`config.mk`:
```
export PLATFORM = sky130hd
export DESIGN_NAME = l2_cache_ctl
export DESIGN_NICKNAME = d
export VERILOG_FILES = /design/src/rtl/l2_ctl_pkg.sv /design/src/rtl/l2_ctl_arb.sv /design/src/rtl/l2_cache_ctl.sv
export SDC_FILE = /design/constraint.sdc
export NUM_CORES = 1
export LEC_CHECK = 0
export BUFFER_PORTS_ARGS = -buffer_cell sky130_fd_sc_hd__buf_2
export CORE_ASPECT_RATIO = 1.2
export CORE_MARGIN = 2
export CORE_UTILIZATION = 25
export CTS_BUF_LIST = sky130_fd_sc_hd__clkbuf_4 sky130_fd_sc_hd__clkbuf_8 sky130_fd_sc_hd__clkbuf_16
export CTS_CLUSTER_DIAMETER = 30
export DETAILED_ROUTE_END_ITERATION = 10
export REMOVE_ABC_BUFFERS = 1
export SYNTH_ARGS = -nofsm -noshare
export SYNTH_HDL_FRONTEND = slang
export SYNTH_SLANG_ARGS = --single-unit
```
`constraint.sdc`:
```
create_clock -name CLK -period 2.5 [get_ports CLK]
set_input_delay 0 -clock CLK [delete_from_list [all_inputs] [get_ports CLK]]
set_output_delay 0 -clock CLK [all_outputs]
set_load 0.005 [all_outputs]
```
`src/rtl/l2_ctl_pkg.sv`:
```
// l2_ctl_pkg: shared widths, state encodings and grant type for the L2 cache sequencer
package l2_ctl_pkg;
    localparam int AW = 26;
    localparam int DW = 32;
    localparam int MW = 4;
    localparam int LOOKUP_LAT_DEF = 1;
    typedef logic [3:0] state_t;
    localparam state_t S_IDLE    = 4'd0;
    localparam state_t S_LOOKUP  = 4'd1;
    localparam state_t S_MEMRD   = 4'd2;
    localparam state_t S_FILL    = 4'd3;
    localparam state_t S_WRUPD   = 4'd4;
    localparam state_t S_MEMWR   = 4'd5;
    localparam state_t S_FLUSHOP = 4'd6;
    localparam state_t S_INVOP   = 4'd7;
    localparam state_t S_DONE    = 4'd8;
    typedef enum logic [1:0] {G_NONE, G_FLUSH, G_INV, G_CPU} grant_t;
endpackage

```
`src/rtl/l2_ctl_arb.sv`:
```
// l2_ctl_arb: flush-pending latch and fixed-priority grant (flush > invalidate > cpu)
module l2_ctl_arb
    import l2_ctl_pkg::*;
(
    input  logic   clk,
    input  logic   rst,
    input  logic   flush,
    input  logic   flush_done,
    input  logic   idle,
    input  logic   invreq,
    input  logic   cpureq,
    output logic   pend,
    output grant_t gnt
);
    // a new pulse arriving during the flush cycle itself must not be lost
    always_ff @(posedge clk)
        if (rst) pend <= 1'b0;
        else     pend <= flush | (pend & ~flush_done);

    always_comb
        gnt = !idle          ? G_NONE  :
              (pend | flush) ? G_FLUSH :
              invreq         ? G_INV   :
              cpureq         ? G_CPU   : G_NONE;
endmodule

```
`src/rtl/l2_cache_ctl.sv`:
```
// l2_cache_ctl: L2 array sequencer (flush/snoop/cpu, read fill, write-through); L2_WRITE_ALLOCATE_EN enables full-mask write-miss allocate
module l2_cache_ctl
    import l2_ctl_pkg::*;
#(
    parameter int LOOKUP_LAT = LOOKUP_LAT_DEF
) (
    input  logic          CLK,
    input  logic          RST,
    input  logic          CPUREQ,
    input  logic          CPUWE,
    input  logic [AW-1:0] CPUA,
    input  logic [DW-1:0] CPUWD,
    input  logic [MW-1:0] CPUM,
    output logic          CPUACK,
    output logic [DW-1:0] CPURDD,
    input  logic          FLUSH,
    output logic          FLUSHBUSY,
    input  logic          INVREQ,
    input  logic [AW-1:0] INVA,
    output logic          INVACK,
    output logic [AW-1:0] CRDA,
    input  logic [DW-1:0] CRDD,
    input  logic          CMATCH,
    output logic [AW-1:0] CWRA,
    output logic [DW-1:0] CWRD,
    output logic [MW-1:0] CWRM,
    output logic          CTS,
    output logic          CWR,
    output logic          CCLR,
    output logic          CALL,
    output logic          MREQ,
    output logic          MWE,
    output logic [AW-1:0] MA,
    output logic [DW-1:0] MWD,
    output logic [MW-1:0] MM,
    input  logic          MACK,
    input  logic [DW-1:0] MRDD
);
    state_t        state;
    logic [1:0]    cnt;
    logic [AW-1:0] addr;
    logic [DW-1:0] wd;
    logic [DW-1:0] rdd;
    logic [MW-1:0] m;
    logic          we;
    logic          alloc;
    logic          ack;
    logic          pend;
    logic          lookup_done;
    logic          alloc_miss;
    grant_t        gnt;

    l2_ctl_arb u_arb (
        .clk        (CLK),
        .rst        (RST),
        .flush      (FLUSH),
        .flush_done (state == S_FLUSHOP),
        .idle       (state == S_IDLE),
        .invreq     (INVREQ),
        .cpureq     (CPUREQ),
        .pend       (pend),
        .gnt        (gnt)
    );

`ifdef L2_WRITE_ALLOCATE_EN
    assign alloc_miss = (m == 4'hF);
`else
    assign alloc_miss = 1'b0;
`endif

    assign lookup_done = (cnt == 2'(LOOKUP_LAT));

    always_ff @(posedge CLK)
        if (RST) begin
            state <= S_IDLE;
            cnt   <= '0;
            addr  <= '0;
            wd    <= '0;
            rdd   <= '0;
            m     <= '0;
            we    <= 1'b0;
            alloc <= 1'b0;
            ack   <= 1'b0;
        end else begin
            ack <= 1'b0;
            case (state)
                S_IDLE:
                    case (gnt)
                        G_FLUSH: state <= S_FLUSHOP;
                        G_INV:   state <= S_INVOP;
                        G_CPU: begin
                            state <= S_LOOKUP;
                            addr  <= CPUA;
                            wd    <= CPUWD;
                            m     <= CPUM;
                            we    <= CPUWE;
                            cnt   <= '0;
                        end
                        default: state <= S_IDLE;
                    endcase
                S_LOOKUP:
                    if (!lookup_done) cnt <= cnt + 2'd1;
                    else if (!we && CMATCH) begin
                        ack   <= 1'b1;
                        rdd   <= CRDD;
                        state <= S_DONE;
                    end
                    else if (!we) state <= S_MEMRD;
                    else if (CMATCH || alloc_miss) begin
                        alloc <= !CMATCH;
                        state <= S_WRUPD;
                    end
                    else state <= S_MEMWR;
                S_MEMRD:
                    if (MACK) begin
                        ack   <= 1'b1;
                        rdd   <= MRDD;
                        state <= S_FILL;
                    end
                S_FILL:  state <= S_DONE;
                S_WRUPD: state <= S_MEMWR;
                S_MEMWR:
                    if (MACK) begin
                        ack   <= 1'b1;
                        state <= S_DONE;
                    end
                default: state <= S_IDLE;
            endcase
        end

    assign CPUACK    = ack;
    assign CPURDD    = rdd;
    assign FLUSHBUSY = pend | (state == S_FLUSHOP);
    assign INVACK    = (state == S_INVOP);
    assign CRDA      = addr;
    assign CWRA      = (state == S_INVOP) ? INVA : addr;
    assign CWR       = (state == S_FILL) | (state == S_WRUPD);
    assign CWRD      = (state == S_FILL) ? rdd : (state == S_WRUPD) ? wd : '0;
    assign CWRM      = (state == S_FILL) ? 4'hF : (state == S_WRUPD) ? m : '0;
    assign CTS       = (state == S_FILL) | ((state == S_WRUPD) & alloc);
    assign CCLR      = (state == S_FLUSHOP) | (state == S_INVOP);
    assign CALL      = (state == S_FLUSHOP);
    assign MREQ      = (state == S_MEMRD) | (state == S_MEMWR);
    assign MWE       = (state == S_MEMWR);
    assign MA        = MREQ ? addr : '0;
    assign MWD       = MWE ? wd : '0;
    assign MM        = MWE ? m : '0;
endmodule

```
==> metrics.md, run 1 <==
| Metric | Value |
|---|---|
| Run status | `finished clean` |
| Most common cell after layout, fill and taps aside | `buf_2` |
| Total power | `6.574 mW` |
| CTS tree | `yes` |
| Chip Width | `141.4 um` |
| Vias in the first global route | `6,075` |
| Final wirelength | `21.56 mm` |
| Critical path class | `flop to output pin` |
| Reg2Reg Setup Slack | `0.22 ns` |
| Critical path origin | `state[3]` |
| Max-slew headroom | `0.5575` |
| Clock sink count | `104` |
| Total Neg Setup Slack | `0 ns` |
| Clk_lat worst skew | `0.36 ns` |
| Syn Area/Cell | `7.777 um^2` |
| Fin. max-slew vios | `0` |
| Tcrit/Tclk final | `0.9177` |
| Rows | `60` |
| PortBufs | `350` |
| Clk pwr share | `0.215` |
| Critical Path RT | `2.50 ns` |
| First-pass DRT Iterations | `4` |
| Post-synthesis register bit count | `104` |
| Critical Path Start Type | `flop` |
| Clock transition at path regs | `0.07 ns` |
| Mapped Area | `5662 um^2` |
| Final ANT Viol Nets | `0` |
| Setup bufs post-CTS | `0` |
| Drt wl/cell | `15.36 um` |
| Hold Path End | `CPURDD[18]` |
| Critical Path AT | `2.29 ns` |
| Switch share | `0.3970` |
| Initial Util | `0.2539` |
| Area share of the largest cell type after synthesis | `0.3677` |
| Most frequent cells in the layout | `349 x buf_2, 195 x nand2_1, 104 x dfxtp_1` |
| Seq pwr share | `0.326` |
| Worst Skew | `0.01308 ns` |
| Worst-margin pin slew | `0.6637 ns` |
| Final nets | `1,281` |
| CP max FO | `27` |
| Gr ovfl total | `0` |
| DRC | `0` |
| DR vias | `6,331` |
| Post-synthesis sequential area ratio | `0.3677` |
| Area grow syn2layout | `54.10%` |
| Yosys cell types | `41` |
| R2R depth | `7` |
| Post-Syn Instances | `728` |
| Die height | `168.9 um` |
| Min cycle time layout | `2.294 ns` |
| Longest Clk Path Bufs | `2` |
| Via density per instance | `4.512` |
| Post-synth EDFFs | `0` |
| First-pass GRT wire length | `32.84 mm` |
| Maxcap violations | `0` |
| Async SR Flop Fraction | `0` |
| Critical R2R Launch | `state[3]` |
| CTS H-tree depth | `3` |
| Share of layout cells above drive strength 1 | `0.4025` |
| Largest area contributor in the netlist | `dfxtp_1` |
| Pleak | `4.011 nW` |
| Largest net degree at the start of global routing | `65` |
| Worst Min Path Start | `CRDD[18]` |
| Die area | `23,870 um^2` |
| P per Cell Area | `753.5 nW/um^2` |
| Ys flop type | `dfxtp_1` |
| Routability cong. | `0.8243` |
| Post-DP HPWL | `15.52 mm` |
| Iter 0 DRT Violations | `270` |
| CP endpoint kind | `output pin` |
| Finish-stage setup viols | `0` |
| Synth top area cells | `dfxtp_1 37%, nand2_1 13%, a21oi_1 8.8%` |
| Final setup margin | `0.2057 ns` |
| RSZ-0062 raised after global routing | `false` |
| NetSw | `2.610 mW` |
| RR Endpoint | `CRDA[7]` |
| Setup slack at placement | `0.2211 ns` |
| Internal Power | `3.964 mW` |
| Core area | `22,300 um^2` |
| GRT Total Usage | `0.1744` |
| CTS Buf Count | `9` |
| Hold-fix buffers at CTS | `69` |
| Clock root buffer | `clkbuf_16` |
| Final hold violations | `0` |
| Yosys warning count | `0` |
| CTS-repair resized insts | `0` |
| Peak supply drop | `396.7 uV` |
| Power share of the combinational group | `0.460` |
| Num ports | `351` |
| Initial antenna violation count | `1` |
| Worst Hold Class | `primary input to flop` |
| Hold depth | `3` |
| Max Clock Freq | `435.9 MHz` |
-- registers in the layout, summed over array words and instances, names as in the netlist --
name        cells
CPUACK          1
CPURDD         32
CRDA           26
alloc           1
cnt             2
m               4
state           4
u_arb.pend      1
wd             32
we              1
-- power groups by stage --
| stage | logic (mW) | registers [mW] | clock network [mW] |
|---|---|---|---|
| CTS | 3.08 | 2.14 | 1.47 |
| global route | 3.33 | 2.18 | 1.53 |
| global placement | 2.91 | 2.17 | 0 |
| finish | 3.02 | 2.14 | 1.41 |
| floorplan | 1.66 | 2.24 | 0 |
| detailed placement | 2.97 | 2.18 | 0 |
-- cells in the mapped netlist, types with 4 or more instances --
cell type and number:
and2_1 63, buf_4 4, nand2_1 196, nor2b_1 4, nor2_1 58, a21oi_1 100, nor3b_1 4, mux2i_1 36
inv_1 6, buf_2 17, a211oi_2 28, a211oi_1 4, clkbuf_1 36, mux2_2 26, nand2b_1 4, dfxtp_1 104
-- area by class of cell --
cell class | instances | area, um^2
fillers | 2335 | 13570
multi-input cells | 557 | 3286
repair buffers | 440 | 2690
flip-flops and latches | 104 | 2082
well taps | 279 | 349.1
clock buffers | 11 | 252.7
clock inverters | 5 | 40.04
inverters | 6 | 22.52
diodes | 1 | 2.502
-- stage by stage --
step	std cells	util	hold WS, ns	instance area (um^2)
floorplan	667	-	0.06465	5374
global placement	1317	0.3471	0.2401	7739
detailed placement	1317	0.3471	0.2460	7739
CTS	1402	0.3912	0.001056	8722
global route	1403	0.3913	0.01316	8725
finish	1403	0.3913	0.01996	8725
-- cells by family after synthesis --
logic type      share of synthesized area
buf+inv                           0.05481
fa+ha+maj                        0.006631
mux                                0.1154
compound gates                     0.1753
simple gates                       0.2802
flops                              0.3677
-- layer usage --
layer | track usage | vias to the layer above | wire, um
li1 | - | 3203 | -
met1 | 0.2206 | 2944 | 9489
met2 | 0.3039 | 166 | 10850
met3 | 0.02885 | 18 | 899
met4 | 0.05217 | 0 | 316
met5 | 0 | - | 0
-- critical path, stage by stage, from the launching register on --
cell and delay, ns:
dfxtp_1 0.33, buf_4 0.21, nand2b_1 0.35, or2_2 0.18, buf_4 0.34, mux2_2 0.41
buf_2 0.13
-- worst max-delay path by stage --
stage | to | slack (ns) | cells after the start
CTS | CRDA[7] | 0.21 | 7
global route | CPURDD[17] | 0.02 | 7
detailed placement | CRDA[9] | 0.22 | 7
global placement | state[0] | 0.36 | 8
floorplan | CPURDD[0] | -1.03 | 4
finish | CWRA[19] | 0.21 | 6
(Power assumes the default switching activity.)
==> run 2, diff against run 1 <==
ABC_AREA = 1   (was default)
==> metrics.md, run 2 <==
| Metric | Value |
|---|---|
| Run status | `finished clean` |
| Drt wl/cell | `14.64 um` |
| Fin. max-slew vios | `0` |
| Ys flop type | `dfxtp_1` |
| Min cycle time layout | `2.242 ns` |
| Tcrit/Tclk final | `0.8969` |
| Max-slew headroom | `0.6546` |
| Most frequent cells in the layout | `350 x buf_2, 214 x nand2_1, 129 x o21ai_0` |
| Post-synth EDFFs | `0` |
| Total power | `6.580 mW` |
| Vias in the first global route | `6,446` |
| Reg2Reg Setup Slack | `0.33 ns` |
| Max Clock Freq | `446.0 MHz` |
| Final nets | `1,440` |
| Initial Util | `0.2542` |
| Hold-fix buffers at CTS | `67` |
| Area grow syn2layout | `54.26%` |
| Internal Power | `3.917 mW` |
| Die height | `166.5 um` |
| Hold depth | `7` |
| Clock root buffer | `clkbuf_16` |
| CP max FO | `26` |
| NetSw | `2.663 mW` |
| Critical Path Start Type | `flop` |
| Area after DPL | `7506 um^2` |
| CTS H-tree depth | `3` |
| Core area | `21,630 um^2` |
| Critical R2R Launch | `state[1]` |
| Final ANT Viol Nets | `0` |
| Post-Syn Instances | `895` |
| First-pass GRT wire length | `34.80 mm` |
| Num ports | `351` |
| P per Cell Area | `775.9 nW/um^2` |
| RSZ-0062 raised after global routing | `false` |
| Most common cell after layout, fill and taps aside | `buf_2` |
| Final setup margin | `0.2578 ns` |
| Fin Hold WS | `0.03626 ns` |
| CTS tree | `yes` |
| Initial antenna violation count | `1` |
| Die area | `23,200 um^2` |
| RR Endpoint | `wd[10]` |
| Placed Cells | `1,473` |
| Total Neg Setup Slack | `0 ns` |
| Area share of the largest cell type after synthesis | `0.3787` |
| Maxcap violations | `0` |
| Synth cell count leaders | `216 x nand2_1, 129 x o21ai_0, 114 x inv_1` |
| DRC | `0` |
| Share of layout cells above drive strength 1 | `0.3097` |
| CTS-repair resized insts | `0` |
| CP endpoint kind | `output pin` |
| Final wirelength | `22.79 mm` |
| Setup bufs post-CTS | `0` |
| Post-synthesis sequential area ratio | `0.3787` |
| Via density per instance | `4.462` |
| Critical path class | `flop to output pin` |
| CTS Buf Count | `9` |
| Peak supply drop | `430.7 uV` |
| R2R depth | `10` |
| GRT Total Usage | `0.1888` |
| Power share of the combinational group | `0.419` |
| Worst-margin pin slew | `0.5182 ns` |
| Chip Width | `139.4 um` |
| Post-synthesis register bit count | `104` |
| Post-DP HPWL | `16.67 mm` |
| Iter 0 DRT Violations | `231` |
| Yosys warning count | `0` |
| First-pass DRT Iterations | `4` |
| Worst Skew | `0.006882 ns` |
| Critical Path Sink | `MA[2]` |
| Clock sink count | `104` |
| Finish-stage setup viols | `0` |
| Largest area contributor in the netlist | `dfxtp_1` |
| Setup slack at placement | `0.3607 ns` |
| Gr ovfl total | `0` |
| Final Util | `0.3921` |
| Syn Area/Cell | `6.143 um^2` |
| Critical Path RT | `2.50 ns` |
| Pleak | `4.374 nW` |
| Routability cong. | `0.8202` |
| Synth top area cells | `dfxtp_1 38%, nand2_1 15%, o21ai_0 12%` |
| Mapped Area | `5498 um^2` |
| Yosys cell types | `20` |
| Most common cell in the synthesized netlist | `nand2_1` |
| Largest net degree at the start of global routing | `96` |
| Fin cells | `1,557` |
| DR vias | `6,948` |
| PortBufs | `350` |
| Seq pwr share | `0.361` |
| Rows | `59` |
| Clock transition at path regs | `0.07 ns` |
| Longest Clk Path Bufs | `2` |
| Critical path origin | `state[1]` |
| Clk_lat worst skew | `0.35 ns` |
| Switch share | `0.4047` |
| Critical Path AT | `2.24 ns` |
| Clk pwr share | `0.220` |
| Final hold violations | `0` |
| Post-route cell area | `8481 um^2` |
| Worst Hold Class | `primary input to flop` |
| Async SR Flop Fraction | `0` |
## run 2: changes by cell type after synthesis, moves of 6 or more
cell	before	now
mux2i_1	36	0
a211oi_2	28	0
o21ai_0	3	129
nand3_1	1	40
inv_1	6	114
nand2_1	196	216
nor2_1	58	108
and2_1	63	0
buf_2	17	11
mux2_2	26	0
## run 2: how the worst min path moves through the flow
stage,from,end
3_5_place_dp,FLUSH,u_arb.pend
2_1_floorplan,RST,CPUACK
4_1_cts,MRDD[30],CPURDD[30]
6_report,MRDD[30],CPURDD[30]
3_3_place_gp,FLUSH,u_arb.pend
5_1_grt,MRDD[30],CPURDD[30]
## run 2: layer usage
layer	vias up	global-route usage	routed length, um
met5	-	0	0
met4	0	0.07334	656
met3	31	0.04744	1898
met2	292	0.3410	11200
met1	3051	0.2121	9030
li1	3574	-	-
## run 2: logic make-up after synthesis
group,Yosys count,synth area share
compound gates,233,0.2142
fa+ha+maj,3,0.006828
buf+inv,178,0.1268
flops,104,0.3787
simple gates,377,0.2736
## run 2: power by group through the flow
| stage | registers (mW) | clock network [mW] | logic (mW) |
|---|---|---|---|
| floorplan | 2.38 | 0 | 1.49 |
| global placement | 2.40 | 0 | 2.68 |
| detailed placement | 2.41 | 0 | 2.70 |
| CTS | 2.38 | 1.52 | 2.79 |
| global route | 2.43 | 1.58 | 3.11 |
| finish | 2.38 | 1.44 | 2.76 |
## run 2: cell type report
type                    count  area (um^2)
diodes                      1        2.502
clock buffers              12        266.5
clock inverters             4        35.03
fillers                  2335        13150
inverters                 118        442.9
multi-input cells         613         2744
flip-flops and latches    104         2082
well taps                 274        342.8
repair buffers            431         2565
## run 2: critical path, stage by stage, from the launching register on
cell	delay, ns
dfxtp_1	0.43
inv_2	0.08
nor2_2	0.15
nand2_2	0.24
nand2_1	0.30
inv_2	0.26
nor2_1	0.22
buf_2	0.21
